## src/rtl/pir_motion_ctrl.sv

```systemverilog
// PIR motion controller: synchronizes and debounces the Pmod PIR output, sequences
// warm-up / idle / active / hold, counts motion events and frame-aligns the motion flag.
module pir_motion_ctrl #(
    parameter int WARMUP_CYCLES   = 300_000_000,
    parameter int HOLD_CYCLES     = 300_000_000,
    parameter int DEBOUNCE_CYCLES = 1024
) (
    input  logic        clk_148_mhz,
    input  logic        rst_n,
    input  logic        pir_in,
    input  logic        frame_start,
    input  logic        arm,
    input  logic        clear_count,
    output logic        motion_active,
    output logic        sensor_ready,
    output logic [1:0]  state,
    output logic        event_pulse,
    output logic [15:0] event_count
);

    localparam logic [1:0] WARMUP = 2'd0;
    localparam logic [1:0] IDLE   = 2'd1;
    localparam logic [1:0] ACTIVE = 2'd2;
    localparam logic [1:0] HOLD   = 2'd3;

    localparam logic [31:0] WARMUP_LAST   = 32'(WARMUP_CYCLES - 1);
    localparam logic [31:0] HOLD_LAST     = 32'(HOLD_CYCLES - 1);
    localparam logic [31:0] DEBOUNCE_LAST = 32'(DEBOUNCE_CYCLES - 1);

    function automatic logic [15:0] sat_inc(input logic [15:0] v);
        return (v == 16'hFFFF) ? v : v + 16'd1;
    endfunction

    logic        pir_sync_p0;
    logic        pir_sync_p1;
    logic        pir_s;
    logic        pir_db;
    logic [31:0] db_cnt;
    logic [31:0] warm_cnt;
    logic [31:0] hold_cnt;
    logic [1:0]  state_nxt;
    logic        new_event;

    assign pir_s = pir_sync_p1;

    // Stage p0/p1: two-flop synchronizer, then the debouncer
    always_ff @(posedge clk_148_mhz or negedge rst_n) begin
        if (!rst_n) begin
            pir_sync_p0 <= 1'b0;
            pir_sync_p1 <= 1'b0;
            pir_db      <= 1'b0;
            db_cnt      <= '0;
        end else begin
            pir_sync_p0 <= pir_in;
            pir_sync_p1 <= pir_sync_p0;
            if (pir_s != pir_db) begin
                if (db_cnt == DEBOUNCE_LAST) begin
                    pir_db <= pir_s;
                    db_cnt <= '0;
                end else begin
                    db_cnt <= db_cnt + 32'd1;
                end
            end else begin
                db_cnt <= '0;
            end
        end
    end

    // Disarming overrides every other transition once an event is in progress
    always_comb begin
        state_nxt = state;
        new_event = 1'b0;
        case (state)
            WARMUP: begin
                if (warm_cnt == WARMUP_LAST) state_nxt = IDLE;
            end
            IDLE: begin
                if (arm && pir_db) begin
                    state_nxt = ACTIVE;
                    new_event = 1'b1;
                end
            end
            ACTIVE: begin
                if (!arm)        state_nxt = IDLE;
                else if (!pir_db) state_nxt = HOLD;
            end
            default: begin
                if (!arm)                       state_nxt = IDLE;
                else if (pir_db)                state_nxt = ACTIVE;
                else if (hold_cnt == HOLD_LAST) state_nxt = IDLE;
            end
        endcase
    end

    always_ff @(posedge clk_148_mhz or negedge rst_n) begin
        if (!rst_n) begin
            state         <= WARMUP;
            warm_cnt      <= '0;
            hold_cnt      <= '0;
            sensor_ready  <= 1'b0;
            event_pulse   <= 1'b0;
            event_count   <= '0;
            motion_active <= 1'b0;
        end else begin
            state       <= state_nxt;
            event_pulse <= new_event;
            if (state == WARMUP) begin
                warm_cnt <= warm_cnt + 32'd1;
                if (state_nxt == IDLE) sensor_ready <= 1'b1;
            end
            // Held at zero outside HOLD so every HOLD entry starts from 0
            if (state == HOLD) hold_cnt <= hold_cnt + 32'd1;
            else               hold_cnt <= '0;
            if (new_event)        event_count <= clear_count ? 16'd1 : sat_inc(event_count);
            else if (clear_count) event_count <= '0;
            // Colour only changes between frames
            if (frame_start) motion_active <= (state == ACTIVE) || (state == HOLD);
        end
    end

endmodule

```

## config.mk

```make
export PLATFORM = sky130hd
export DESIGN_NAME = pir_motion_ctrl
export DESIGN_NICKNAME = d
export VERILOG_FILES = /design/src/rtl/pir_motion_ctrl.sv
export SDC_FILE = /design/constraint.sdc
export NUM_CORES = 1
export LEC_CHECK = 0
export BUFFER_PORTS_ARGS = -buffer_cell sky130_fd_sc_hd__buf_2
export CAP_MARGIN = 20
export CORE_MARGIN = 3
export CORE_UTILIZATION = 45
export DETAILED_ROUTE_END_ITERATION = 8
export GPL_TIMING_DRIVEN = 0
export PLACE_DENSITY = 0.58
export SYNTH_ARGS = -nofsm -noshare
export SYNTH_HDL_FRONTEND = slang
export SYNTH_SLANG_ARGS = --single-unit
```

## constraint.sdc

```tcl
create_clock -name clk_148_mhz -period 3 [get_ports clk_148_mhz]
set_clock_uncertainty 0.2 [all_clocks]
set_input_delay 0.75 -clock clk_148_mhz [delete_from_list [all_inputs] [get_ports clk_148_mhz]]
set_output_delay 0.75 -clock clk_148_mhz [all_outputs]
set_load 0.1 [all_outputs]
```

# == Word-level counts from Yosys, hierarchy flattened ==
# Cells that the tools add are included.
# classes
mux,17
add_sub_neg,4
n_eq_ne,10
reduce_logical,7
# op_table
cell,n
"adder 32 x 1 -> 32 bit, second input constant",3
two-way mux 32 bit,3
"equality test 32 x 29 -> 1 bit, second input constant",2
two-way mux 16 bit,4
"equality test 32 x 10 -> 1 bit, second input constant",1
"adder 16 x 1 -> 16 bit, second input constant",1
"equality test 16 bit, second input constant",1
two-way mux 2 bit,7
one-hot mux 2 bit (3 select lines),1
AND reduction 2 bit,3
"equality test 2 x 1 -> 1 bit, second input constant",2
"equality test 2 bit, second input constant",2
zero test 2 bit,1
two-way mux 1 bit,2
"!= test 2 bit, second input constant",1
nonzero test 2 bit,1
logical AND 1 bit,1
logical OR 1 bit,1
!= test 1 bit,1
# word_totals
regBits,120
in_bits,6

# == Logic depth before layout (Yosys ltp) ==
# logic_depth
word_depth,7
ltp_mapped,7

# == Worst setup path after synthesis ==
# OpenSTA, ideal clock, no wires.
# synth_path
kind,register -> register
start,reg event_count[0]
end,reg event_count[14]
path_buffers,1
stages_incl_launch_ff,8
setup_slack_ns,0.137
t_arrival_ns,2.585
cell_sequence,dfrtp_1 ha_1 nand3_1 or2_1 or3_1 buf_2 or3_1 a21oi_1
# synth_between
elab_chain_len,4
elab_cells_between_ends,7
cone_classes,add/sub: 1; eq/ne: 2; mux: 3; reduce/logical: 1
# synth_lines
item,line,source
start: declaration,18,output logic [15:0] event_count
start signal: assignment,114,if (new_event) event_count <= clear_count ? 16'd1 : sat_inc(event_count);
adder 16 x 1 -> 16 bit,31,return (v == 16'hFFFF) ? v : v + 16'd1;
two-way mux 16 bit,31,
two-way mux 16 bit (2 in series),114,
# Parallel ways exist; a longest one is shown, timed or not. The select of a mux whose other input is x is not followed.
# A chain may end at the register's enable or synchronous reset.

# == Final worst setup path ==
# layout_path
start,reg warm_cnt[0]
end,reg sensor_ready
# layout_between
elab_chain_len,5
# layout_lines
item,line,source
start: declaration,39,logic [31:0] warm_cnt;
start signal: assignment,108,warm_cnt <= warm_cnt + 32'd1;
equality test 32 x 29 -> 1 bit,75,if (warm_cnt == WARMUP_LAST) state_nxt = IDLE;
two-way mux 2 bit,75,
one-hot mux 2 bit (3 select lines),73,case (state)
equality test 2 x 1 -> 1 bit,109,if (state_nxt == IDLE) sensor_ready <= 1'b1;
AND reduction 2 bit (no source line),--,
end signal: assignment,100,sensor_ready <= 1'b0;
end signal: assignment,109,
end: declaration,15,"output logic sensor_ready,"
# No other way between the ends.

==> flow_metrics.py <==
metrics = {
    "synthesis": {
        "seq_area_frac_synth_pct": 51.7,
        "syn-cell-area_sq_um": 5810,
        "synthDominantCellAreaShare_pct": 51.7,
        "synthTopCellsByArea": "dfrtp_1 52%, xor2_1 7.5%, xnor2_1 5.9%",
        "ys_types": 42,
        "yosys_warnings": 0,
        "synth_edf_count": 0,
        "synthesis.nets": 589,
        "synthFlopType": "dfrtp_1",
        "avgSynthCellArea_sq_um": 10.0,
        "ys_seq_elements": 120,
        "yosys.area.top_type": "dfrtp_1",
        "syn_inst": 579,
        "async_flop_share_pct": 100,
    },
    "sta": {
        "finalSetupViolCount": 0,
        "max_freq_mhz": 391,
        "tightest_slew_ns": 1.03,
        "finalCritPeriodShare_pct": 85.2,
        "setup_slack_ns": 0.445,
        "hold_viol": 0,
        "period_needed_ns": 2.55,
        "rsz0062_at_grt": "false",
        "slew_headroom_pct": 30.9,
        "slew_viol_final": 0,
    },
    "final_layout": {
        "layout.nets": 635,
        "drive_above_1_share_pct": 11.9,
        "final_util_pct": 54.8,
        "layout_common_cells": "120 x dfrtp_1, 89 x nor2_1, 50 x xor2_1, 45 x nand3_1, 39 x xnor2_1",
        "syn_to_final_growth_pct": 16.1,
        "antenna_cells": 0,
        "stdcell_count": 806,
        "final_common_cell": "dfrtp_1",
    },
    "cts": {
        "cts_sinks": 120,
        "cts_hold_buf": 0,
        "cts.htree.levels": 4,
        "postCtsSetupRepairBufs": 0,
        "cts_resized": 0,
        "clk_pin_slew_worst_paths_ns": 0.05,
        "clockBufferDepth": 2,
        "cts_tree": "built",
        "cts_root_buf": "clkbuf_16",
        "clk_latency_ns": 0.41,
        "cts_buffers": 17,
    },
    "worst_setup_path": {
        "startpoint_type": "flop",
        "crit_arrival_ns": 2.71,
        "crit_path_start": "warm_cnt[0]$_DFFE_PN0P_",
        "ff2ff_setup_slack_ns": 0.45,
        "cpMaxStageDelayCell": "nor4_1",
        "path_class": "flop to flop",
        "end_kind": "flop",
        "cp_max_fo": 4,
        "ff2ff_path_depth": 6,
        "cp_slowest_stage_delay_ns": 0.52,
        "cp-endpoint": "sensor_ready$_DFFE_PN0P_",
        "r2r-start": "warm_cnt[0]$_DFFE_PN0P_",
        "worstReg2RegEnd": "sensor_ready$_DFFE_PN0P_",
        "crit_chain": "ha_1, or3b_2, nor2_1, nand4_1, nor4_1, or2_2",
        "crit_required_ns": 3.15,
    },
    "pwr": {
        "leakagePower_nw": 2.90,
        "irDropWorstVdd_uv": 475,
        "power_w": 0.00360,
        "power_density_nw_per_um2": 533,
    },
    "die": {
        "io_pins": 27,
        "die_area_sq_um": 14300,
        "rows": 40,
        "die_y_microns": 120,
        "dieWidth_microns": 120,
        "initial_core_util_pct": 47.2,
        "core_area_sq_um": 12300,
    },
    "route": {
        "routed_wl_mm": 11.5,
        "first_pass_iters": 4,
        "drtIter0Drc": 191,
        "vias": 4283,
        "drc": 0,
        "routedWlPerCell_microns": 14.3,
        "viasPerCell": 5.31,
        "antenna_left": 0,
    },
    "place": {
        "portBuffers": 25,
        "gp_congestion": 0.804,
        "dp_worst_setup_slack_ns": 0.396,
        "placed_cells": 774,
        "dp_hpwl_mm": 7.82,
    },
    "flow_run": {
        "maxCapViolations": 0,
    },
    "global_routing": {
        "grt_pass1_vias": 4185,
        "track_usage_pct": 17.3,
        "grt_overflow": 0,
        "grt_max_degree": 63,
        "grt_pass1_wl_mm": 20.0,
        "antenna_found_initial": 0,
    },
    "hold_path": {
        "hold_class": "input pin to async pin",
    },
    "run_status": {
        "status": "finished clean",
    },
}
cells by family after synthesis:
kind of cell | after synthesis | share of synthesized area, %
adder cells (fa/ha/maj) | 4 | 0.862
XOR/XNOR | 89 | 13.4
buffers and inverters | 23 | 1.57
AND/OR/NAND/NOR | 301 | 28.1
flip-flops | 120 | 51.7
AO/OA/AOI/OAI | 39 | 3.73
multiplexers | 3 | 0.582
synth_stat cells (4+ instances only):
library cell / number
nand2_1: 38
dfrtp_1: 120
nand4_1: 34
nor2_1: 89
ha_1: 4
clkbuf_1: 9
a21oi_1: 17
o21ai_0: 15
nor4b_1: 4
buf_2: 4
or3_1: 14
nand3_1: 45
xnor2_1: 39
xor2_1: 50
inv_1: 9
nor4_1: 14
nor3_1: 11
and2_1: 5
and4_1: 15
and3_1: 9
how the worst min path moves through the flow:
stage | startpoint | to | slack [ns] | cells after the start
floorplan | pir_sync_p0$_DFF_PN0_ | pir_s$_DFF_PN0_ | 0.13 | 0
global placement | pir_sync_p0$_DFF_PN0_ | pir_s$_DFF_PN0_ | 0.17 | 0
detailed placement | pir_sync_p0$_DFF_PN0_ | pir_s$_DFF_PN0_ | 0.16 | 0
CTS | rst_n | db_cnt[21]$_DFF_PN0_ | 0.12 | 1
global route | rst_n | db_cnt[21]$_DFF_PN0_ | 0.15 | 1
finish | rst_n | db_cnt[21]$_DFF_PN0_ | 0.11 | 1
flip-flops by register name, summed over array words and instances (netlist names):
name,cells
motion_active,1
pir_db,1
sensor_ready,1
db_cnt,32
hold_cnt,32
pir_s,1
state,2
pir_sync_p0,1
event_pulse,1
warm_cnt,32
event_count,16
power by group:
| part | leakage [nW] | switching, W | total (W) | internal [W] |
|---|---|---|---|---|
| clock | 0.276 | 0.000692 | 0.00191 | 0.00122 |
| sequential | 1.66 | 0.00000413 | 0.00163 | 0.00163 |
| combinational | 0.960 | 0.0000464 | 0.0000582 | 0.0000118 |
layout make-up:
cell class	count	area, sq um
Fill cell	1121	5570
Timing Repair Buffer	27	164
Multi-Input combinational cell	436	2710
Clock buffer	24	492
Buffer	14	57.6
Inverter	9	33.8
Tap cell	168	210
Clock inverter	8	70.1
Sequential cell	120	3000
critical path: cells and delay by family, from the launching register on:
kind                     cells  cell delay, ns
adder cells (fa/ha/maj)      1            0.19
AND/OR/NAND/NOR              5            1.71
flip-flops                   1            0.40
stage by stage:
step / hold WS (ns) / TNS [ns] / area [sq um]
global route: 0.145 / 0 / 6740
finish: 0.110 / 0 / 6740
floorplan: 0.131 / 0 / 5810
CTS: 0.124 / 0 / 6740
detailed placement: 0.161 / 0 / 6180
global placement: 0.175 / -68.34 / 6140
metal layers:
metal | track usage, % | share of wire (%) | vias to the layer above
li1 | - | - | 2138
met1 | 23.8 | 50 | 2072
met2 | 25.6 | 45 | 57
met3 | 5.23 | 3.2 | 16
met4 | 6.87 | 1.7 | 0
met5 | 0 | 0 | -
Power figures use the tool's default switching activity.
